**src/rtl/bus_demux.sv**
```systemverilog
// ---------------------------------------------------------------------------
// bus_demux
//
// External-side bus interface for the tt_um_6502 pins. It reassembles the
// time-multiplexed 6502 address and data pins into one 16-bit bus cycle per
// CPU cycle, runs a req/ack handshake toward memory or a peripheral, and
// returns read data for the CPU data-input pins.
//
// High CPU phase : addr_mux_in carries A[15:8], data_mux_in carries write
//                  data, and data_oe_in == 8'hFF marks a write.
// Low CPU phase  : addr_mux_in carries A[7:0].
// On the next rising phase transition, the captured cycle is committed to
// the bus.
//
// Parameters
//   TIMEOUT    ack wait limit in clk cycles (1..255)
//   FILL_BYTE  read data returned when a cycle times out (6502 NOP)
//
// Ports
//   clk, rst_n          clock, asynchronous active-low reset
//   cpu_phase           CPU phase level (1 = high phase), sync to clk
//   addr_mux_in         CPU uo_out pins
//   data_mux_in         CPU uio_out pins
//   data_oe_in          CPU uio_oe pins
//   mem_addr/wdata/we   registered bus cycle, stable while mem_req = 1
//   mem_req             request, held until ack or timeout
//   mem_ack, mem_rdata  single-clk acknowledge with read data
//   cpu_rdata           last completed read data (FILL_BYTE on timeout)
//   bus_err             one-clk pulse when a cycle times out
//   overrun             sticky flag: a CPU cycle was dropped
//   rd_count, wr_count  (BUS_STATS_EN only) saturating acked read/write counts
//
// Optional feature: define BUS_STATS_EN to add rd_count and wr_count.
// ---------------------------------------------------------------------------
module bus_demux #(
    parameter int         TIMEOUT   = 8,
    parameter logic [7:0] FILL_BYTE = 8'hEA
) (
    input  logic        clk,
    input  logic        rst_n,
    input  logic        cpu_phase,
    input  logic [7:0]  addr_mux_in,
    input  logic [7:0]  data_mux_in,
    input  logic [7:0]  data_oe_in,
    output logic [15:0] mem_addr,
    output logic [7:0]  mem_wdata,
    output logic        mem_we,
    output logic        mem_req,
    input  logic        mem_ack,
    input  logic [7:0]  mem_rdata,
    output logic [7:0]  cpu_rdata,
    output logic        bus_err,
    output logic        overrun
`ifdef BUS_STATS_EN
    ,
    output logic [15:0] rd_count,
    output logic [15:0] wr_count
`endif
);

    localparam logic ST_IDLE = 1'b0;
    localparam logic ST_REQ  = 1'b1;

    // Last counter value before the cycle is abandoned.
    localparam logic [7:0] TO_LAST = 8'(TIMEOUT - 1);

    // Phase capture registers
    logic [7:0]  hi_byte_q,   hi_byte_d;
    logic [7:0]  lo_byte_q,   lo_byte_d;
    logic [7:0]  wbyte_q,     wbyte_d;
    logic        wr_flag_q,   wr_flag_d;
    logic        hi_valid_q,  hi_valid_d;
    logic        phase_q,     phase_d;

    // Bus cycle registers
    logic        state_q,     state_d;
    logic [7:0]  cnt_q,       cnt_d;
    logic [15:0] mem_addr_q,  mem_addr_d;
    logic [7:0]  mem_wdata_q, mem_wdata_d;
    logic        mem_we_q,    mem_we_d;
    logic [7:0]  cpu_rdata_q, cpu_rdata_d;
    logic        bus_err_q,   bus_err_d;
    logic        overrun_q,   overrun_d;

    logic        commit;

`ifdef BUS_STATS_EN
    logic [15:0] rd_count_q, rd_count_d;
    logic [15:0] wr_count_q, wr_count_d;
`endif

    always_comb begin
        hi_byte_d   = hi_byte_q;
        lo_byte_d   = lo_byte_q;
        wbyte_d     = wbyte_q;
        wr_flag_d   = wr_flag_q;
        hi_valid_d  = hi_valid_q;
        phase_d     = cpu_phase;
        state_d     = state_q;
        cnt_d       = cnt_q;
        mem_addr_d  = mem_addr_q;
        mem_wdata_d = mem_wdata_q;
        mem_we_d    = mem_we_q;
        cpu_rdata_d = cpu_rdata_q;
        bus_err_d   = 1'b0;
        overrun_d   = overrun_q;
`ifdef BUS_STATS_EN
        rd_count_d  = rd_count_q;
        wr_count_d  = wr_count_q;
`endif

        // A commit uses the bytes captured before this clk, so the new high
        // phase can be captured in the same clk without disturbing it.
        commit = cpu_phase && !phase_q && hi_valid_q;

        // The last sample of each phase wins.
        if (cpu_phase) begin
            hi_byte_d  = addr_mux_in;
            wbyte_d    = data_mux_in;
            wr_flag_d  = (data_oe_in == 8'hFF);
            hi_valid_d = 1'b1;
        end else begin
            lo_byte_d  = addr_mux_in;
        end

        case (state_q)
            ST_IDLE: begin
                // mem_ack is ignored here.
                if (commit) begin
                    state_d     = ST_REQ;
                    cnt_d       = 8'd0;
                    mem_addr_d  = {hi_byte_q, lo_byte_q};
                    mem_wdata_d = wbyte_q;
                    mem_we_d    = wr_flag_q;
                end
            end
            default: begin
                // There is no queue: a commit now drops that CPU cycle while
                // the outstanding request keeps its address and data.
                if (commit) begin
                    overrun_d = 1'b1;
                end
                // Ack takes priority over a timeout in the same clk.
                if (mem_ack) begin
                    state_d = ST_IDLE;
                    if (!mem_we_q) begin
                        cpu_rdata_d = mem_rdata;
                    end
`ifdef BUS_STATS_EN
                    if (!mem_we_q) begin
                        if (rd_count_q != 16'hFFFF) rd_count_d = rd_count_q + 16'd1;
                    end else begin
                        if (wr_count_q != 16'hFFFF) wr_count_d = wr_count_q + 16'd1;
                    end
`endif
                end else if (cnt_q == TO_LAST) begin
                    state_d   = ST_IDLE;
                    bus_err_d = 1'b1;
                    if (!mem_we_q) begin
                        cpu_rdata_d = FILL_BYTE;
                    end
                end else if (cnt_q != 8'hFF) begin
                    cnt_d = cnt_q + 8'd1;
                end
            end
        endcase
    end

    always_ff @(posedge clk or negedge rst_n) begin
        if (!rst_n) begin
            hi_byte_q   <= 8'h00;
            lo_byte_q   <= 8'h00;
            wbyte_q     <= 8'h00;
            wr_flag_q   <= 1'b0;
            hi_valid_q  <= 1'b0;
            phase_q     <= 1'b0;
            state_q     <= ST_IDLE;
            cnt_q       <= 8'h00;
            mem_addr_q  <= 16'h0000;
            mem_wdata_q <= 8'h00;
            mem_we_q    <= 1'b0;
            cpu_rdata_q <= FILL_BYTE;
            bus_err_q   <= 1'b0;
            overrun_q   <= 1'b0;
`ifdef BUS_STATS_EN
            rd_count_q  <= 16'h0000;
            wr_count_q  <= 16'h0000;
`endif
        end else begin
            hi_byte_q   <= hi_byte_d;
            lo_byte_q   <= lo_byte_d;
            wbyte_q     <= wbyte_d;
            wr_flag_q   <= wr_flag_d;
            hi_valid_q  <= hi_valid_d;
            phase_q     <= phase_d;
            state_q     <= state_d;
            cnt_q       <= cnt_d;
            mem_addr_q  <= mem_addr_d;
            mem_wdata_q <= mem_wdata_d;
            mem_we_q    <= mem_we_d;
            cpu_rdata_q <= cpu_rdata_d;
            bus_err_q   <= bus_err_d;
            overrun_q   <= overrun_d;
`ifdef BUS_STATS_EN
            rd_count_q  <= rd_count_d;
            wr_count_q  <= wr_count_d;
`endif
        end
    end

    // mem_req comes straight from the state flop, so reset drops it at once.
    assign mem_req   = (state_q == ST_REQ);
    assign mem_addr  = mem_addr_q;
    assign mem_wdata = mem_wdata_q;
    assign mem_we    = mem_we_q;
    assign cpu_rdata = cpu_rdata_q;
    assign bus_err   = bus_err_q;
    assign overrun   = overrun_q;
`ifdef BUS_STATS_EN
    assign rd_count  = rd_count_q;
    assign wr_count  = wr_count_q;
`endif

endmodule

```
**config.mk**
```make
export PLATFORM = sky130hd
export DESIGN_NAME = bus_demux
export DESIGN_NICKNAME = d
export VERILOG_FILES = /design/src/rtl/bus_demux.sv
export SDC_FILE = /design/constraint.sdc
export NUM_CORES = 1
export LEC_CHECK = 0
export ABC_AREA = 1
export CAP_MARGIN = 20
export CORE_MARGIN = 2
export CORE_UTILIZATION = 53
export DETAILED_ROUTE_END_ITERATION = 8
export GPL_TIMING_DRIVEN = 0
export PLACE_DENSITY = 0.85
export SYNTH_ARGS = -nofsm -noshare
export SYNTH_HDL_FRONTEND = slang
export SYNTH_SLANG_ARGS = --single-unit
```
**constraint.sdc**
```tcl
create_clock -name clk -period 2.3 [get_ports clk]
set_input_delay 0.345 -clock clk [delete_from_list [all_inputs] [get_ports clk]]
set_output_delay 0.345 -clock clk [all_outputs]
set_load 0.1 [all_outputs]
```
### Yosys cells after proc, flatten, opt, wreduce, memory -nomap -nowiden

Index checks and enable logic that the tools add are counted.

| storage, ports and cells | value |
|---|---|
| register bits | 71 |
| input port bits | 36 |
| output and inout port bits | 36 |
| logic and storage cells | 48 |

| operators by class | value |
|---|---|
| $add $sub $neg | 1 |
| eq/ne operators | 6 |
| muxes and demuxes | 16 |
| bitwise operators | 2 |
| reductions and logical operators | 9 |

Operators by type and width:

| operator | number |
|---|---|
| 2-to-1 mux 8 bit | 9 |
| adder 8 x 1 -> 8 bit (second input constant) | 1 |
| equality test 8 x 3 -> 1 bit (second input constant) | 1 |
| equality test 8 bit (second input constant) | 1 |
| != test 8 bit (second input constant) | 1 |
| 2-to-1 mux 1 bit | 7 |
| != test 2 bit (second input constant) | 2 |
| AND reduction 2 bit | 2 |
| AND reduction 4 bit | 1 |
| nonzero test 2 bit | 2 |
| AND reduction 3 bit | 1 |
| logical AND 1 bit | 2 |
| != test 2 x 1 -> 1 bit (second input constant) | 1 |
| inverter 1 bit | 2 |
| zero test 1 bit | 1 |

### Logic depth before layout (Yosys ltp)

Gate-level depths: netlist of run 1.

| depth | value |
|---|---|
| depth in word-level cells | 5 |
| gate-level depth with buffers | 8 |
| depth with buffers taken out | 8 |

### Worst setup path after synthesis of run 1

OpenSTA, ideal clock, no wires.

| timing path | value |
|---|---|
| path type | reg2reg |
| start point | reg state_q, in the netlist mem_req |
| end point | reg cnt_q[0] |
| setup time | 117 ps |
| data arrival time | 1737 ps |
| data required time | 2183 ps |
| path slack | 446 ps |
| cell stages (with the launch flop) | 7 |
| path buffers | 1 |
| period minus slack after synthesis | 1854 ps |
| cell sequence | dfrtp_1 -> buf_2 -> nand2_1 -> nand2_1 -> nand3_1 -> nand2_1 -> nand2_1 |

| on the way | value |
|---|---|
| cells in the longest elaborated chain, start to end | 2 |
| elaborated cells between the ends (all ways) | 6 |
| classes of those cells | eq/ne: 3; mux: 1; reduce/logical: 2 |

RTL lines:

| item | RTL line | text |
|---|---|---|
| from (decl) | 76 | `logic state_q, state_d;` |
| from (signal assigned) | 196 | `state_q <= state_d;` |
| != test 2 x 1 -> 1 bit (no line) (tied with other cells) | n/a |  |
| AND reduction 4 bit (no line) | n/a |  |
| to (signal assigned) | 197 | `cnt_q <= cnt_d;` |
| to (decl) | 77 | `logic [7:0] cnt_q, cnt_d;` |

Several ways; a longest one is shown, not always the timed one.
A chain may end at the register's enable or synchronous reset.

### Worst setup path after layout of run 1

| timing path | value |
|---|---|
| start point | reg mem_addr_q[14], in the netlist mem_addr[14] |
| end point | out mem_addr[14] |

RTL lines:

| item | RTL line | text |
|---|---|---|
| from (decl) | 78 | `logic [15:0] mem_addr_q, mem_addr_d;` |
| from (signal assigned) | 198 | `mem_addr_q <= mem_addr_d;` |
| to (decl) | 45 | `output logic [15:0] mem_addr,` |

No word-level cell between the ends.

==> impl_metrics.json, run 1 <==
{
  "dp_hpwl_mm": 4.41,
  "num_rows": 27,
  "reg2reg_slack_ns": 0.74,
  "avgSynthCellArea_um2": 9.11,
  "grt_max_degree": 72,
  "worstPathCellList": "clkdlybuf4s50_1",
  "cp_num_buf_inv": 1,
  "gr-total-overflow": 0,
  "cpPeakStageDelay_ns": 1.16,
  "fin_crit_sh": 0.958,
  "p_per_area_nw_per_um2": 1100,
  "drc": 0,
  "end_kind": "primary output",
  "ant_nets": 0,
  "worst-endpoint-required_ns": 1.96,
  "drv_cap": 0,
  "path_class": "register to primary output",
  "synth-main-ff-cell": "dfrtp_1",
  "wl_per_cell_um": 13.0,
  "fin_skew_ns": 0.00664,
  "fin_ws_ns": 0.0962,
  "report.final.hold_viol_count": 0,
  "p_leak_nw": 1.85,
  "clock_latency_ns": 0.34,
  "die_h_um": 78.3,
  "grt_pass1_vias": 2338,
  "ioPinCount": 72,
  "critPathMaxFanout": 2,
  "grt_usage": 0.220,
  "pre_cts_slack_ns": 0.298,
  "yosysSeqAreaShare": 0.610,
  "path_clk_slew_ns": 0.07,
  "status": "completed",
  "startpoint_type": "register",
  "cts_max_level": 3,
  "synth_cell_types": 26,
  "synth_commonest_cells": "nand2_1 (111), dfrtp_1 (66), o21ai_0 (29)",
  "start_util": 0.541,
  "cts_num_sinks": 71,
  "synth_top_area_cell": "dfrtp_1",
  "tightest_slew_ns": 1.01,
  "yosysMostFrequentCell": "nand2_1",
  "arrival_ns": 1.86,
  "vias": 2389,
  "min_path_type": "primary input to async pin",
  "synth.ff_latch_count": 71,
  "area_growth_pct": 32.5,
  "finish.utilization": 0.716,
  "drt-initial-drc-count": 161,
  "totalWireLength_mm": 6.20,
  "synth-edff-count": 0,
  "antenna_found_initial": 0,
  "cts_tree": "built",
  "synth_top_area_frac": 0.565,
  "port-buffer-count": 71,
  "num-nets-final": 440,
  "synth_area_leaders": "dfrtp_1 (57%), nand2_1 (14%), o21ai_0 (5.0%), dfstp_2 (4.5%), inv_1 (3.6%)",
  "die_w_um": 78.3,
  "crit_family": "buffers and inverters",
  "grt_pass1_wl_mm": 10.4,
  "max-slew-margin-rel": 0.327,
  "grt_setup_unrepaired": "false",
  "drt-vias-per-instance": 4.99,
  "cts_root_buf": "clkbuf_8",
  "die_area_um2": 6120,
  "worst_path_max_delay_cell": "clkdlybuf4s50_1",
  "yosys_warnings": 0,
  "first_pass_iters": 4,
  "drive_gt1_frac": 0.0934,
  "async_reset_ff_frac": 1.00,
  "period_needed_ns": 2.20,
  "clk_path_buf_depth": 2,
  "clock.fmax_mhz": 454,
  "peakVddDrop_uv": 704,
  "place.gp.congestion": 0.846,
  "setup_viol": 0,
  "cts_buffers": 9,
  "slew_violations": 0,
  "diodes": 0,
  "syn_nets": 358,
  "postSynthCellCount": 321,
  "hold_buffers": 0,
  "coreArea_um2": 5410,
  "syn-cell-area_um2": 2920
}
-- repair_timing --
action / CTS / global route
resized for setup: 5 / 0
buffers inserted: 0 / 0
endpoints found under the setup margin: 5 / 0
-- power breakdown --
part           switching, mW  internal [mW]
Sequential             0.105           1.47
Combinational           1.43          0.394
Clock                  0.421          0.415
-- stage by stage --
| stage | instance area, µm² | hold WS [ns] | power, mW | setup TNS [ns] | std cells |
|---|---|---|---|---|---|
| 3_5_place_dp | 3720 | 0.453 | 3.47 | 0 | 464 |
| 2_1_floorplan | 2920 | 0.0494 | 2.98 | 0 | 321 |
| 4_1_cts | 3870 | 0.144 | 4.27 | 0 | 479 |
| 3_3_place_gp | 3720 | 0.442 | 3.44 | -94.90 | 464 |
| 6_report | 3870 | 0.109 | 4.24 | 0 | 479 |
| 5_1_grt | 3870 | 0.183 | 4.41 | 0 | 479 |
-- logic make-up after synthesis --
group / after synthesis / share of synthesized area
muxes: 6 / 0.0244
DFF: 71 / 0.610
AOI/OAI and AO/OA: 45 / 0.0796
and+or+nand+nor: 159 / 0.228
buffers and inverters: 39 / 0.0535
adders and majority gates: 1 / 0.00428
-- final cells by class --
cell class                      instances  area [µm²]
Buffer                                 10        47.5
Clock buffer                           14         153
Clock inverter                          1        5.00
Fill cell                             421        1530
Inverter                               29         109
Multi-Input combinational cell        211         983
Sequential cell                        71        1780
Tap cell                               72        90.1
Timing Repair Buffer                   71         702
-- worst paths after layout --
kind,startpoint,to,depth (start not counted)
max in group asynchronous,rst_n,wbyte_q[5],1
worst min register to register,cpu_rdata[7],cpu_rdata[7],2
worst max register to register,cnt_q[0],cnt_q[7],7
worst min-delay path,rst_n,cnt_q[2],1
worst max-delay path,mem_addr[14],mem_addr[14],1
min in group clk,cpu_rdata[7],cpu_rdata[7],2
-- flip-flops by register name, summed over array words and instances, names as in the netlist --
register	cells
bus_err	1
cnt_q	8
cpu_rdata	8
hi_byte_q	8
hi_valid_q	1
lo_byte_q	8
mem_addr	16
mem_req	1
mem_wdata	8
mem_we	1
overrun	1
phase_q	1
wbyte_q	8
wr_flag_q	1
-- per-layer routing --
metal  GRT usage  wire length [µm]
met5           0                 0
met4      0.0912               112
met2       0.366              2940
met3      0.0759               489
met1       0.262              2660
-- layout by cell type (no fill, tap or decap), drive strengths merged --
master         count
nand2            114
dfrtp             66
clkdlybuf4s50     65
o21ai             39
inv               29
nor2              22
clkbuf            20
nand3              9
or2                6
mux2               6
nand4              5
dfstp              5
dlygate4sd2        5
buf                5
nor3               3
a21oi              3
o31ai              1
a21o               1
o21a               1
ha                 1
clkinv             1
Note: power is estimated with default switching activity, not from simulation.
==> run 2, diff against run 1 <==
==> constraint.sdc (replaced) <==
create_clock -name clk -period 2.7 [get_ports clk]
set_input_delay 0.405 -clock clk [delete_from_list [all_inputs] [get_ports clk]]
set_output_delay 0.405 -clock clk [all_outputs]
set_load 0.1 [all_outputs]
==> run 2 against run 1 <==
Utilization grew 0.12 points; total power shrank 14%; die area is the same; combinational power shrank 14%; cell area grew 0.16%; register-to-register slack gained 0.40 ns; clock-buffer cell count is the same; routed wire length is essentially flat; sequential share of layout area shrank 0.074 points; clock skew is the same; critical path type unchanged.
==> impl_metrics.json, run 2 (same netlist as run 1, synthesis figures left out) <==
{
  "critPathMaxFanout": 2,
  "peakVddDrop_uv": 632,
  "fin_tns_setup_ns": 0,
  "cts_max_level": 3,
  "cts_num_sinks": 71,
  "grt_setup_unrepaired": "false",
  "ioPinCount": 72,
  "end_kind": "primary output",
  "drc": 0,
  "totalWireLength_mm": 6.20,
  "place.gp.congestion": 0.846,
  "die_area_um2": 6120,
  "crit_family": "buffers and inverters",
  "path_clk_slew_ns": 0.07,
  "cpPeakStageDelay_ns": 1.13,
  "grt_pass1_vias": 2338,
  "grt_pass1_wl_mm": 10.4,
  "tightest_slew_ns": 1.01,
  "cts_buffers": 9,
  "p_leak_nw": 1.84,
  "startpoint_type": "register",
  "vias": 2389,
  "wl_per_cell_um": 12.9,
  "reg2reg_depth": 7,
  "ant_nets": 0,
  "worstPathCellList": "clkdlybuf4s50_1",
  "drv_cap": 0,
  "start_util": 0.541,
  "coreArea_um2": 5410,
  "r2r-start": "cnt_q[0]",
  "dr_wl_met3_um": 487,
  "cts_root_buf": "clkbuf_8",
  "clk_path_buf_depth": 2,
  "worst-endpoint-required_ns": 2.30,
  "cts_tree": "built",
  "p_per_area_nw_per_um2": 938,
  "drive_gt1_frac": 0.0934,
  "fin_crit_sh": 0.897,
  "area_growth_pct": 32.7,
  "worst_path_max_delay_cell": "clkdlybuf4s50_1",
  "max-slew-margin-rel": 0.327,
  "reg2reg_slack_ns": 1.14,
  "drt-vias-per-instance": 4.99,
  "top_layer": "met4",
  "gr-total-overflow": 0,
  "post_cts_resized": 0,
  "path_class": "register to primary output",
  "r2r-end": "cnt_q[7]",
  "grt_usage": 0.220,
  "first_pass_iters": 4,
  "total_power_mw": 3.64,
  "fin_skew_ns": 0.00664,
  "num_rows": 27,
  "die_w_um": 78.3,
  "antenna_found_initial": 0,
  "cp_num_buf_inv": 1,
  "arrival_ns": 2.02,
  "setup_viol": 0,
  "num-nets-final": 440,
  "met2_length_mm": 2.94,
  "report.final.hold_viol_count": 0,
  "largest_reg_flops": 16,
  "cts_setup_buffers": 0,
  "most-common-layout-cells": "nand2_1 (111), clkdlybuf4s50_1 (70), dfrtp_1 (66), o21ai_0 (29), inv_1 (28)",
  "status": "completed",
  "clock_latency_ns": 0.34,
  "clock.fmax_mhz": 413,
  "hold_buffers": 0,
  "grt_max_degree": 72,
  "diodes": 0,
  "final_common_cell": "nand2_1",
  "port-buffer-count": 71,
  "dp_hpwl_mm": 4.41,
  "wl_met1_mm": 2.66,
  "die_h_um": 78.3,
  "drt-initial-drc-count": 161,
  "slew_violations": 0,
  "min_path_type": "primary input to async pin",
  "period_needed_ns": 2.42
}
-- run 2: how the worst max path moves through the flow --
stage,start,cells past startpoint,to
after floorplan,mem_req,6,cnt_q[0]
after global placement,rst_n,1,mem_addr[3]
after detailed placement,cpu_rdata[3],1,cpu_rdata[3]
after CTS,cpu_rdata[3],1,cpu_rdata[3]
after global routing,cpu_rdata[3],1,cpu_rdata[3]
final,cpu_rdata[3],1,cpu_rdata[3]
-- run 2: metrics by stage --
| stage | cells | hold WS [ns] | area (µm²) | util | worst slack, ns |
|---|---|---|---|---|---|
| floorplan | 321 | 0.109 | 2920 | - | 0.846 |
| global placement | 464 | 0.442 | 3720 | 0.689 | -1.06 |
| detailed placement | 464 | 0.453 | 3720 | 0.688 | 0.638 |
| CTS | 479 | 0.204 | 3880 | 0.718 | 0.261 |
| global route | 479 | 0.243 | 3880 | 0.718 | 0.235 |
| finish | 479 | 0.169 | 3880 | 0.718 | 0.279 |
-- run 2: report_power, final --
| group | leakage [nW] | internal [mW] | switching [mW] |
|---|---|---|---|
| Sequential | 0.876 | 1.26 | 0.0911 |
| Combinational | 0.887 | 0.359 | 1.22 |
| Clock | 0.0805 | 0.354 | 0.359 |
-- run 2: layout make-up --
cell class                      count  area, µm²
Tap cell                           72       90.1
Timing Repair Buffer               71        708
Buffer                             10       47.5
Sequential cell                    71       1780
Clock buffer                       14        153
Fill cell                         420       1530
Inverter                           29        109
Clock inverter                      1       5.00
Multi-Input combinational cell    211        983
-- run 2: metal layers --
metal | global-route usage | up-vias
met2 | 0.366 | 77
met1 | 0.262 | 1125
met5 | 0 | -
met3 | 0.0759 | 11
met4 | 0.0912 | 0
li1 | - | 1176
==> run 3, diff against run 2 <==
--- a/config.mk
+++ b/config.mk
@@ -8,10 +8,11 @@
 export ABC_AREA = 1
 export CAP_MARGIN = 20
 export CORE_MARGIN = 2
-export CORE_UTILIZATION = 53
+export CORE_UTILIZATION = 62
 export DETAILED_ROUTE_END_ITERATION = 8
+export DONT_BUFFER_PORTS = 1
 export GPL_TIMING_DRIVEN = 0
-export PLACE_DENSITY = 0.85
+export PLACE_DENSITY = 0.78
 export SYNTH_ARGS = -nofsm -noshare
 export SYNTH_HDL_FRONTEND = slang
 export SYNTH_SLANG_ARGS = --single-unit
==> run 3 against run 2 <==
Utilization up 2.9 points; total power increased by 5.2%; clock skew decreased by 0.0017 ns; maximum frequency up 14%; flip-flop and latch count unchanged; cell area down 14%; setup slack improved by 0.29 ns; highest routed layer unchanged; die area fell by 14%; final cell count fell by 18%.
==> impl_metrics.json, run 3 (same netlist as run 1, synthesis figures left out) <==
{
  "clock_latency_ns": 0.34,
  "cp_num_buf_inv": 1,
  "area_growth_pct": 13.5,
  "wl_per_cell_um": 14.5,
  "worstPathCellList": "buf_2, nand2_1, nand2_1, nand3_1, nand2_1, nand2_1",
  "path_clk_slew_ns": 0.07,
  "peakVddDrop_uv": 755,
  "multi_input_area_um2": 983,
  "die_w_um": 72.7,
  "most-common-layout-cells": "nand2_1 (111), dfrtp_1 (66), o21ai_0 (29), inv_1 (28), nor2_1 (20)",
  "cts_buffers": 9,
  "drive_gt1_frac": 0.127,
  "critPathMaxFanout": 10,
  "worst-endpoint-required_ns": 2.94,
  "setup_viol": 0,
  "fin_skew_ns": 0.00494,
  "coreArea_um2": 4440,
  "grt_pass1_vias": 2170,
  "cts_root_buf": "clkbuf_8",
  "diodes": 0,
  "antenna_found_initial": 0,
  "reg2reg_slack_ns": 0.57,
  "ioPinCount": 72,
  "finish.utilization": 0.747,
  "die_area_um2": 5280,
  "arrival_ns": 2.37,
  "largest_reg_flops": 16,
  "dpl_cell_area_um2": 2990,
  "period_needed_ns": 2.13,
  "clock.fmax_mhz": 470,
  "drc": 0,
  "total_power_mw": 3.83,
  "status": "completed",
  "start_util": 0.658,
  "gr-total-overflow": 0,
  "place.gp.congestion": 0.854,
  "p_per_area_nw_per_um2": 1150,
  "cpPeakStageDelay_ns": 0.97,
  "path_common_cell": "nand2_1",
  "vias": 2122,
  "final_cell_area_um2": 3320,
  "drt-vias-per-instance": 5.43,
  "cts_num_sinks": 71,
  "cts_max_level": 3,
  "num-nets-final": 371,
  "fin_tns_setup_ns": 0,
  "r2r-start": "mem_req",
  "slew_violations": 0,
  "end_kind": "register",
  "fillers": 324,
  "min_from": "cpu_phase",
  "startpoint_type": "register",
  "worst_path_max_delay_cell": "dfrtp_1",
  "die_h_um": 72.7,
  "min_path_type": "primary input to register",
  "cts_tree": "built",
  "dp_hpwl_mm": 3.91,
  "final_common_cell": "nand2_1",
  "grt_setup_unrepaired": "false",
  "p_leak_nw": 1.65,
  "port-buffer-count": 0,
  "ant_nets": 0,
  "first_pass_iters": 4,
  "totalWireLength_mm": 5.67,
  "crit_start": "mem_req",
  "crit_family": "flip-flops",
  "report.final.hold_viol_count": 0,
  "fin_crit_sh": 0.789,
  "clk_path_buf_depth": 2,
  "grt_usage": 0.242,
  "grt_max_degree": 72,
  "drv_cap": 0,
  "grt_pass1_wl_mm": 9.71,
  "tightest_slew_ns": 0.943,
  "num_rows": 24,
  "drt-initial-drc-count": 117,
  "regArea_um2": 1780,
  "max-slew-margin-rel": 0.371,
  "path_class": "register to register"
}
## run 3: cell types whose count changed in the layout (fill, tap and decap cells not counted)
| cell | before | now |
|---|---|---|
| clkdlybuf4s50_1 | 70 | 0 |
| bufinv_16 | 0 | 5 |
| clkbuf_1 | 10 | 6 |
| buf_16 | 0 | 1 |
| buf_4 | 1 | 0 |
| dlygate4sd3_1 | 0 | 1 |
## run 3: power breakdown
part,switching (mW),internal [mW]
clock,0.382,0.824
combinational,0.167,0.108
sequential,1.10,1.25
total,1.65,2.18
## run 3: worst register-to-register path: cells and delay by family, from the launching register on
| kind | cells | cell delay [ns] |
|---|---|---|
| simple gates | 5 | 0.70 |
| flops | 1 | 0.97 |
| buf+inv | 1 | 0.37 |
## run 3: per-layer routing
| metal | GRT usage | vias up | wire, µm |
|---|---|---|---|
| li1 | - | 1038 | - |
| met1 | 0.313 | 1002 | 2460 |
| met2 | 0.369 | 71 | 2640 |
| met3 | 0.0773 | 11 | 467 |
| met4 | 0.123 | 0 | 106 |
| met5 | 0 | - | 0 |
## run 3: path summary, 6_finish.rpt
path / end / cells after the start
max: cnt_q[7] / 6
min: phase_q / 0
max reg2reg: cnt_q[7] / 6
min reg2reg: lo_byte_q[7] / 2
max in group asynchronous: cpu_rdata[1] / 2
min in group asynchronous: cpu_rdata[0] / 2
## run 3: final cells by class
class,count,area share
sequential,71,0.537
timing repair buffer,2,0.0113
multi-input combinational,211,0.296
clock inverter,6,0.0468
clock buffer,10,0.0415
tap,52,0.0196
inverter,29,0.0328
buffer,10,0.0143
## run 3: timing repair
item,CTS,global route
endpoints found under the hold margin,71,0
setup endpoints to repair,0,0
setup buffers,0,0
hold buffers,2,0
gates resized for setup,0,0
## run 3: stage by stage
stage               cells  hold WS, ns  setup slack (ns)
global placement      373        0.111             0.597
finish                391       0.0891             0.570
global route          391       0.0766             0.411
floorplan             321        0.109             0.846
detailed placement    373        0.112             0.570
CTS                   391       0.0786             0.554
